**config.mk**
```make
export PLATFORM = sky130hd
export DESIGN_NAME = multiplicador_secuencial
export DESIGN_NICKNAME = d
export VERILOG_FILES = /design/src/rtl/multiplicador_secuencial.sv
export SDC_FILE = /design/constraint.sdc
export NUM_CORES = 1
export LEC_CHECK = 0
export CAP_MARGIN = 30
export CORE_ASPECT_RATIO = 2
export CORE_MARGIN = 2
export CORE_UTILIZATION = 43
export CTS_CLUSTER_SIZE = 24
export DETAILED_ROUTE_END_ITERATION = 6
export HOLD_SLACK_MARGIN = 0.06
export PLACE_DENSITY_LB_ADDON = 0.3
export SYNTH_ARGS = -nofsm -noshare
export SYNTH_HDL_FRONTEND = slang
export SYNTH_SLANG_ARGS = --single-unit
export TNS_END_PERCENT = 30
```
**constraint.sdc**
```tcl
create_clock -name clk -period 2.1 [get_ports clk]
set_clock_uncertainty 0.05 [all_clocks]
set_input_delay 0.42 -clock clk [delete_from_list [all_inputs] [get_ports clk]]
set_output_delay 0.42 -clock clk [all_outputs]
set_load 0.005 [all_outputs]
```
**src/rtl/multiplicador_secuencial.sv**
```systemverilog
// Sequential N-bit multiplier: shift-add for unsigned operands, radix-2 Booth for signed.
// A start/done handshake drives an IDLE/RUN/DONE FSM; producto holds the last completed result.
module multiplicador_secuencial #(
  parameter int N      = 4,
  parameter bit SIGNED = 1'b0
) (
  input  logic           clk,
  input  logic           reset,
  input  logic           start,
  input  logic [N-1:0]   multiplicando,
  input  logic [N-1:0]   multiplicador,
  output logic [2*N-1:0] producto,
  output logic           done,
  output logic           busy
);

  localparam int CW = $clog2(N + 1);

  typedef enum logic [1:0] {IDLE, RUN, DONE} state_t;

  state_t        r_state;
  state_t        w_next;
  logic [N:0]    r_a;
  logic [N-1:0]  r_q;
  logic [N-1:0]  r_m;
  logic          r_q1;
  logic [CW-1:0] r_count;

  logic [N:0]    w_mext;
  logic [N:0]    w_sum;
  logic [N:0]    w_a_shift;
  logic [N-1:0]  w_q_shift;
  logic          w_load;
  logic          w_last;

  // One iteration of the datapath. A is one bit wider than the operands: it is the carry C in
  // unsigned mode and the guard bit that keeps (-2^(N-1))^2 exact in signed mode.
  always_comb begin
    w_mext = SIGNED ? {r_m[N-1], r_m} : {1'b0, r_m};
    w_sum  = r_a;
    if (SIGNED) begin
      case ({r_q[0], r_q1})
        2'b01:   w_sum = r_a + w_mext;
        2'b10:   w_sum = r_a - w_mext;
        default: w_sum = r_a;
      endcase
    end else if (r_q[0]) begin
      w_sum = r_a + w_mext;
    end
    w_a_shift = {(SIGNED ? w_sum[N] : 1'b0), w_sum[N:1]};
    w_q_shift = {w_sum[0], r_q[N-1:1]};
  end

  assign w_load = start && (r_state != RUN);
  assign w_last = (r_state == RUN) && (r_count == CW'(1));

  always_ff @(posedge clk or negedge reset) begin
    if (!reset) begin
      r_state <= IDLE;
    end else begin
      r_state <= w_next;
    end
  end

  always_comb begin
    w_next = r_state;
    case (r_state)
      IDLE:    if (start) w_next = RUN;
      RUN:     if (w_last) w_next = DONE;
      DONE:    w_next = start ? RUN : IDLE;
      default: w_next = IDLE;
    endcase
  end

  // Operands are captured only on an accepted start; producto is updated only on the final iteration.
  always_ff @(posedge clk or negedge reset) begin
    if (!reset) begin
      r_a      <= '0;
      r_q      <= '0;
      r_m      <= '0;
      r_q1     <= 1'b0;
      r_count  <= '0;
      producto <= '0;
    end else if (w_load) begin
      r_a     <= '0;
      r_q     <= multiplicador;
      r_m     <= multiplicando;
      r_q1    <= 1'b0;
      r_count <= CW'(N);
    end else if (r_state == RUN) begin
      r_a     <= w_a_shift;
      r_q     <= w_q_shift;
      r_q1    <= r_q[0];
      r_count <= r_count - CW'(1);
      if (w_last) begin
        producto <= {w_a_shift[N-1:0], w_q_shift};
      end
    end
  end

  assign done = (r_state == DONE);
  assign busy = (r_state == RUN);

endmodule

```
==> results of run 1 <==
[power by group through the flow]
| stage | sequential [mW] | combinational [mW] | clock [mW] |
|---|---|---|---|
| final | 0.873 | 0.932 | 0.282 |
| after global routing | 0.906 | 1.06 | 0.307 |
| after CTS | 0.877 | 0.951 | 0.284 |
| after detailed placement | 0.886 | 0.948 | 0 |
| after global placement | 0.879 | 0.909 | 0 |
| after floorplan | 0.830 | 0.606 | 0 |
[cells in the mapped netlist (2+ instances only)]
master	instances	share of area
nor2b_1	4	0.021
dfrtp_1	25	0.53
a21oi_1	5	0.021
nor2_1	4	0.013
nand3_1	6	0.025
o21ai_0	10	0.042
mux2i_1	6	0.051
buf_2	3	0.013
inv_1	4	0.013
mux2_2	9	0.085
a31oi_1	2	0.011
nand2_1	9	0.028
ha_1	6	0.063
[critical path: stages, from the launching register on]
cell and delay, ps:
dfrtp_1 380, nand2b_2 190, inv_2 60, clkdlybuf4s50_1 520
[placed cells by master (no fill, tap or decap)]
cell type	count
o22ai_1	1
ha_1	6
nand2_1	9
clkdlybuf4s50_1	20
clkbuf_8	3
nor2_1	4
or3_1	1
dfrtp_1	25
clkbuf_1	1
mux2i_1	6
o21ai_0	10
mux2_2	9
a211oi_1	1
a21o_1	1
nor2b_1	4
and3_1	1
a31oi_1	2
fa_1	1
o21ai_1	1
nand3_1	6
nand2b_2	1
and2_4	1
inv_2	1
buf_4	3
inv_1	4
a21oi_1	5
xnor2_1	1
[cell families after synthesis]
family,after synthesis,share of synthesized area
xor gates and xnor gates,1,0.007378
and+or+nand+nor,27,0.1128
AOI/OAI and AO/OA,21,0.09589
muxes,15,0.1359
DFF,25,0.5269
adders and majority gates,7,0.08008
buffers and inverters,10,0.04108
[metal layers]
| metal | GRT usage | vias to the layer above | part of all wire |
|---|---|---|---|
| met5 | 0 | - | 0 |
| met4 | 0.04839 | 0 | 0.012 |
| met3 | 0.01977 | 4 | 0.017 |
| met2 | 0.3141 | 12 | 0.60 |
| met1 | 0.2176 | 424 | 0.37 |
| li1 | - | 408 | - |
[worst max-delay path by stage]
stage	startpoint	end	cells after the start
2_1_floorplan	r_a[2]$_DFFE_PN0P_	producto[6]$_DFFE_PN0P_	5
3_3_place_gp	r_a[2]$_DFFE_PN0P_	producto[6]$_DFFE_PN0P_	5
3_5_place_dp	r_a[2]$_DFFE_PN0P_	producto[6]$_DFFE_PN0P_	5
4_1_cts	r_state[1]$_DFFE_PN0P_	busy	3
5_1_grt	r_state[1]$_DFFE_PN0P_	busy	3
6_report	r_state[1]$_DFFE_PN0P_	busy	3
[stage by stage]
stage | setup WS [ps] | power (mW) | util
final | 222.6 | 2.087 | 0.5407
after global routing | 160.9 | 2.276 | 0.5407
after CTS | 211.6 | 2.113 | 0.5407
after detailed placement | 303.7 | 1.834 | 0.5241
after global placement | 308.5 | 1.788 | 0.5241
after floorplan | 457.1 | 1.436 | -
[sequential cells by signal, indices dropped and copies added, names as in the netlist]
name / flops
r_count: 3
r_a: 4
r_state: 2
r_q: 4
r_m: 4
producto: 8
[cell type report]
cell class | instances | area (µm²)
Fill cell | 258 | 1241
Sequential cell | 25 | 625.6
Multi-Input combinational cell | 71 | 513.0
Timing Repair Buffer | 23 | 222.7
Clock buffer | 4 | 45.04
Tap cell | 29 | 36.28
Inverter | 5 | 18.77
==> results_dict.tcl, run 1 <==
set metrics [dict create \
    cts_buffers 3 \
    die_area_mm2 0.003223 \
    wire_per_inst_um 14.65 \
    p_sw_frac 0.3551 \
    fp.dieW_um 41.16 \
    p_sw_uw 741.0 \
    async_reset_ff_frac 1.000 \
    grt_overflow 0 \
    final_cells 157 \
    syn_to_final_growth_pct 23.08 \
    seq_power_share 0.418 \
    clock_latency_ps 260 \
    vias_per_cell 5.401 \
    cts_sinks 25 \
    fmax_ghz 0.5327 \
    cts_setup_buffers 0 \
    hp-class "in2async" \
    stdcell_area_mm2 0.001461 \
    synth-edff-count 0 \
    dpl_cell_area_mm2 0.001416 \
    p_per_area_mw_per_mm2 1428 \
    syn_area_per_cell_um2 11.20 \
    tightest_slew_ps 327.8 \
    cts_tree "yes" \
    syn_nets 124 \
    grt_first_pass_wirelength_um 4160 \
    cp.required_ps 1630 \
    n_antenna_cell 0 \
    intPower_mw 1.346 \
    rrSetupSlack_ps 310 \
    gp_congestion 0.7183 \
    status "finished clean" \
    grt_start_max_net_pins 26 \
    portBuffers 20 \
    p_leak_nw 0.6605 \
    period_needed_ps 1877 \
    hold_viol 0 \
    max_slew_margin 0.7808 \
    antenna_found_initial 0 \
    holdWs_ps 456.9 \
    crit_path_end_kind "output pin" \
    grt_pass1_vias 955 \
    ys_seq_area_frac 0.5269 \
    fin_crit_sh 0.8940 \
    fin_tns_setup_ps 0 \
    crit_fanout 2 \
    peakVddDrop_v 0.0007493 \
    drtAntennaViolNets 0 \
    syn_inst 106 \
    r2r_cells 5 \
    setup_violations 0 \
    cts.clk_slew.worst_paths_ps 80 \
    drive_above_1_share 0.1406 \
    r2r_start "r_a[2]$_DFFE_PN0P_" \
    crit_arrival_ps 1410 \
    place_inst 153 \
    synth_seq_cells 25 \
    clockBufferDepth 2 \
    htreeDepth 1 \
    ys.flop_type "dfrtp_1" \
    hold_buffers 0 \
    yosys_warnings 0 \
    drt-pass1-iter-count 5 \
    fp.coreArea_mm2 0.002703 \
    cts_resized 0 \
    drc_errors 0 \
    path_class "reg2out" \
    rows 27 \
    finalMaxSlewViolations 0 \
    ioPinCount 21 \
    p_comb_frac 0.447 \
    first_iter_violations 6 \
    critPathLaunchType "flop" \
    rsz0062_at_grt "no" \
    final_nets 147 \
    start_util 0.4394 \
    cts_root_buf "clkbuf_8" \
    clockPowerShare 0.135 \
    synth_cell_types 26 \
    vias 848 \
    wirelength_um 2300 \
    dp_hpwl_um 1815 \
    die_y_um 78.32 \
    syn_area_mm2 0.001187 \
    r2r_end "producto[6]$_DFFE_PN0P_" \
    maxCapViolCount 0 \
    grt_usage 0.1800 \
]
(Power assumes the default switching activity.)
==> inputs of run 2 (changes only) <==
--- a/config.mk
+++ b/config.mk
@@ -13,6 +13,7 @@
 export DETAILED_ROUTE_END_ITERATION = 6
 export HOLD_SLACK_MARGIN = 0.06
 export PLACE_DENSITY_LB_ADDON = 0.3
+export REMOVE_ABC_BUFFERS = 1
 export SYNTH_ARGS = -nofsm -noshare
 export SYNTH_HDL_FRONTEND = slang
 export SYNTH_SLANG_ARGS = --single-unit
==> results_dict.tcl, run 2 (synthesis results as in run 1) <==
set metrics [dict create \
    p_leak_nw 0.6589 \
    grt_start_max_net_pins 26 \
    r2r_cells 5 \
    die_area_mm2 0.003223 \
    clock_latency_ps 260 \
    finalWorstSetupSlack_ps 144.2 \
    final_nets 146 \
    critPathMaxStageDelay_ps 520 \
    critPathSlowestCell "clkdlybuf4s50_1" \
    r2r_start "r_a[2]$_DFFE_PN0P_" \
    cts_tree "yes" \
    cts_buffers 3 \
    grt_pass1_vias 866 \
    critPathLaunchType "flop" \
    cp.buffers_inverters 2 \
    crit_fanout 13 \
    fmax_ghz 0.5113 \
    rsz0062_at_grt "no" \
    n_antenna_cell 0 \
    htreeDepth 1 \
    cts.clk_slew.worst_paths_ps 80 \
    start_util 0.4394 \
    drtAntennaViolNets 0 \
    gp_congestion 0.7807 \
    rows 27 \
    cts_sinks 25 \
    first_iter_violations 5 \
    vias 835 \
    fp.coreArea_mm2 0.002703 \
    cp.required_ps 1630 \
    fin_crit_sh 0.9313 \
    wirelength_um 2150 \
    clockBufferDepth 2 \
    path_class "reg2out" \
    r2r_end "producto[6]$_DFFE_PN0P_" \
    cts_root_buf "clkbuf_8" \
    hold_viol 0 \
    path_delay_family "buffers and inverters" \
    holdWs_ps 442.0 \
    grt_usage 0.1603 \
    drt-pass1-iter-count 3 \
    status "finished clean" \
    rrSetupSlack_ps 360 \
    final_cell_mix "25 x dfrtp_1, 20 x clkdlybuf4s50_1, 10 x o21ai_0, 9 x nand2_1, 9 x mux2_2" \
    place_inst 152 \
    crit_arrival_ps 1490 \
    tightest_slew_ps 353.3 \
    holdPathEnd "r_count[2]$_DFFE_PN0P_" \
    drc_errors 0 \
    vias_per_cell 5.353 \
    peakVddDrop_v 0.0008041 \
    final_cells 156 \
    crit_chain "nand2b_2 > inv_4 > clkdlybuf4s50_1" \
    drive_above_1_share 0.1417 \
    mostFrequentLayoutCell "dfrtp_1" \
    power_mw 2.050 \
    fin_tns_setup_ps 0 \
    hp-class "reg2reg" \
    dp_hpwl_um 1703 \
    cts_setup_buffers 0 \
    fp.dieW_um 41.16 \
    p_per_area_mw_per_mm2 1406 \
    wire_per_inst_um 13.78 \
    largest_reg_flops 8 \
    grt_first_pass_wirelength_um 3705 \
    syn_to_final_growth_pct 22.76 \
    antenna_found_initial 0 \
    max_slew_margin 0.7637 \
    startpoint "r_state[1]$_DFFE_PN0P_" \
    die_y_um 78.32 \
    hold_depth 1 \
    place_ws_ps 283.8 \
    setup_violations 0 \
    crit_path_end_kind "output pin" \
    maxCapViolCount 0 \
    finalMaxSlewViolations 0 \
    portBuffers 20 \
    hold_start "r_count[2]$_DFFE_PN0P_" \
    period_needed_ps 1956 \
    ioPinCount 21 \
    grt_overflow 0 \
    regMostFlops "producto" \
]
run 2: cell count changes in the layout (fill, tap and decap cells not counted):
cell | before | now
clkinv_2 | 0 | 1
inv_4 | 0 | 1
clkbuf_1 | 1 | 0
buf_4 | 3 | 2
inv_2 | 1 | 0
run 2: cell type report:
cell class / count / area, µm²
Timing Repair Buffer: 22 / 215.2
Multi-Input combinational cell: 71 / 513.0
Tap cell: 29 / 36.28
Sequential cell: 25 / 625.6
Clock inverter: 1 / 5.005
Fill cell: 248 / 1245
Inverter: 5 / 21.27
Clock buffer: 3 / 41.29
run 2: repair_timing:
| item | in CTS | in global routing |
|---|---|---|
| gates resized for setup | 0 | 1 |
| hold buffers | 0 | 0 |
| endpoints found under the setup margin | 0 | 1 |
run 2: worst max-delay path by stage:
| stage | endpoint | cells after the start |
|---|---|---|
| 3_3_place_gp | r_m[0]$_DFFE_PN0P_ | 3 |
| 6_report | busy | 3 |
| 3_5_place_dp | r_m[3]$_DFFE_PN0P_ | 3 |
| 4_1_cts | busy | 3 |
| 2_1_floorplan | producto[6]$_DFFE_PN0P_ | 5 |
| 5_1_grt | busy | 3 |
run 2: report_power, final:
part / leakage [nW] / switching, mW / internal, mW
combinational: 0.328 / 0.406 / 0.493
clock: 0.0255 / 0.145 / 0.132
sequential: 0.306 / 0.171 / 0.703
total: 0.659 / 0.722 / 1.33
run 2: per-stage QoR:
stage | cell area, µm² | utilization
after CTS | 1455 | 0.5384
after floorplan | 1157 | -
after global placement | 1409 | 0.5213
after detailed placement | 1409 | 0.5213
final | 1458 | 0.5394
after global routing | 1458 | 0.5394
run 2: routing by layer:
metal  part of all wire  track usage  up-vias
li1                   -            -      408
met1               0.39       0.1889      411
met2               0.57       0.2797       14
met3              0.022      0.02825        2
met4             0.0088      0.03871        0
met5                  0            0        -
==> inputs of run 3 (changes only) <==
--- a/config.mk
+++ b/config.mk
@@ -12,6 +12,7 @@
 export CTS_CLUSTER_SIZE = 24
 export DETAILED_ROUTE_END_ITERATION = 6
 export HOLD_SLACK_MARGIN = 0.06
+export MAX_ROUTING_LAYER = met4
 export PLACE_DENSITY_LB_ADDON = 0.3
 export REMOVE_ABC_BUFFERS = 1
 export SYNTH_ARGS = -nofsm -noshare
==> results_dict.tcl, run 3 (synthesis results as in run 1) <==
set metrics [dict create \
    drive_above_1_share 0.1417 \
    place_ws_ps 283.8 \
    cts.clk_slew.worst_paths_ps 80 \
    first_iter_violations 9 \
    critPathLaunchType "flop" \
    crit_path_end_kind "output pin" \
    power_mw 2.047 \
    p_leak_nw 0.6589 \
    ioPinCount 21 \
    drt-pass1-iter-count 4 \
    fill_cells 248 \
    largest_reg_flops 8 \
    status "finished clean" \
    dp_hpwl_um 1703 \
    cts_tree "yes" \
    final_nets 146 \
    hold_viol 0 \
    regMostFlops "producto" \
    cts_buffers 3 \
    htreeDepth 1 \
    hold_buffers 0 \
    register_area_um2 625.6 \
    crit_arrival_ps 1480 \
    path_delay_family "buffers and inverters" \
    die_y_um 78.32 \
    grt_start_max_net_pins 26 \
    finalWorstSetupSlack_ps 145.1 \
    rsz0062_at_grt "no" \
    wire_per_inst_um 13.75 \
    max_slew_margin 0.7640 \
    mostFrequentLayoutCell "dfrtp_1" \
    fmax_ghz 0.5115 \
    grt_first_pass_wirelength_um 3705 \
    period_needed_ps 1955 \
    clock_latency_ps 260 \
    antenna_found_initial 0 \
    finalMaxSlewViolations 0 \
    cp.buffers_inverters 2 \
    place_inst 152 \
    rows 27 \
    grt_usage 0.1641 \
    start_util 0.4394 \
    multi_input_area_um2 513.0 \
    die_area_mm2 0.003223 \
    drtAntennaViolNets 0 \
    clockBufferDepth 2 \
    critPathMaxStageDelay_ps 520 \
    crit_fanout 13 \
    portBuffers 20 \
    grt_pass1_vias 863 \
    hp-class "reg2reg" \
    setup_violations 0 \
    fp.coreArea_mm2 0.002703 \
    wirelength_um 2145 \
    cp.required_ps 1630 \
    n_antenna_cell 0 \
    p_per_area_mw_per_mm2 1404 \
    syn_to_final_growth_pct 22.76 \
    fin_crit_sh 0.9309 \
    peakVddDrop_v 0.0008032 \
    fp.dieW_um 41.16 \
    maxCapViolCount 0 \
    cts_sinks 25 \
    cts_root_buf "clkbuf_8" \
    critPathSlowestCell "clkdlybuf4s50_1" \
    vias 835 \
    tightest_slew_ps 352.9 \
    vias_per_cell 5.353 \
    grt_overflow 0 \
    drc_errors 0 \
    crit_chain "nand2b_2 > inv_4 > clkdlybuf4s50_1" \
    final_cells 156 \
    fin_tns_setup_ps 0 \
    gp_congestion 0.7915 \
    final_cell_mix "25 x dfrtp_1, 20 x clkdlybuf4s50_1, 10 x o21ai_0, 9 x nand2_1, 9 x mux2_2" \
    path_class "reg2out" \
]
[run 3: cell counts in the layout (fill, tap and decap cells not counted)]
Identical to the previous run, type by type.
[run 3: worst reg2reg max path: cells and delay by family (launching register included)]
family	cells	cell delay (ps)
adders and majority gates	1	350
AOI/OAI and AO/OA	2	320
DFF	1	410
and+or+nand+nor	2	500
[run 3: timing repair]
action | in CTS | in global routing
endpoints found under the setup margin | 0 | 1
endpoints found under the hold margin | 0 | 0
buffers inserted | 0 | 0
resized for setup | 0 | 1
[run 3: metal layers]
layer  GRT usage  vias up  wire (µm)
li1            -      408          -
met1      0.1927      411        839
met2      0.2781       14       1246
met3     0.02542        2         39
met4     0.03871        0         19
met5           -        -          0
[run 3: path summary, 6_finish.rpt]
check / start / to / slack [ps] / cells past startpoint
worst max-delay path: r_state[1]$_DFFE_PN0P_ / busy / 150 / 3
worst min-delay path: r_count[2]$_DFFE_PN0P_ / r_count[2]$_DFFE_PN0P_ / 440 / 1
worst max register to register: r_a[2]$_DFFE_PN0P_ / producto[6]$_DFFE_PN0P_ / 360 / 5
worst min register to register: r_count[2]$_DFFE_PN0P_ / r_count[2]$_DFFE_PN0P_ / 440 / 1
max in group asynchronous: reset / producto[1]$_DFFE_PN0P_ / 1300 / 2
min in group asynchronous: reset / producto[4]$_DFFE_PN0P_ / 460 / 2
[run 3: power by group]
group | leakage, nW | switching, mW | internal, mW
Clock | 0.0255 | 0.143 | 0.132
Sequential | 0.306 | 0.171 | 0.703
Combinational | 0.328 | 0.405 | 0.493
[run 3: area by class of cell]
class                      instances  share of cell area
clock buffer                       3             0.02833
sequential                        25              0.4292
inverter                           5             0.01459
clock inverter                     1            0.003433
tap                               29             0.02489
timing repair buffer              22              0.1476
multi-input combinational         71              0.3519
[run 3: metrics by stage]
step                hold WS (ps)  utilization  area (µm²)
floorplan                  74.41            -        1157
global placement           420.9       0.5213        1409
detailed placement         432.8       0.5213        1409
CTS                        444.7       0.5384        1455
global route               472.5       0.5394        1458
finish                     440.8       0.5394        1458
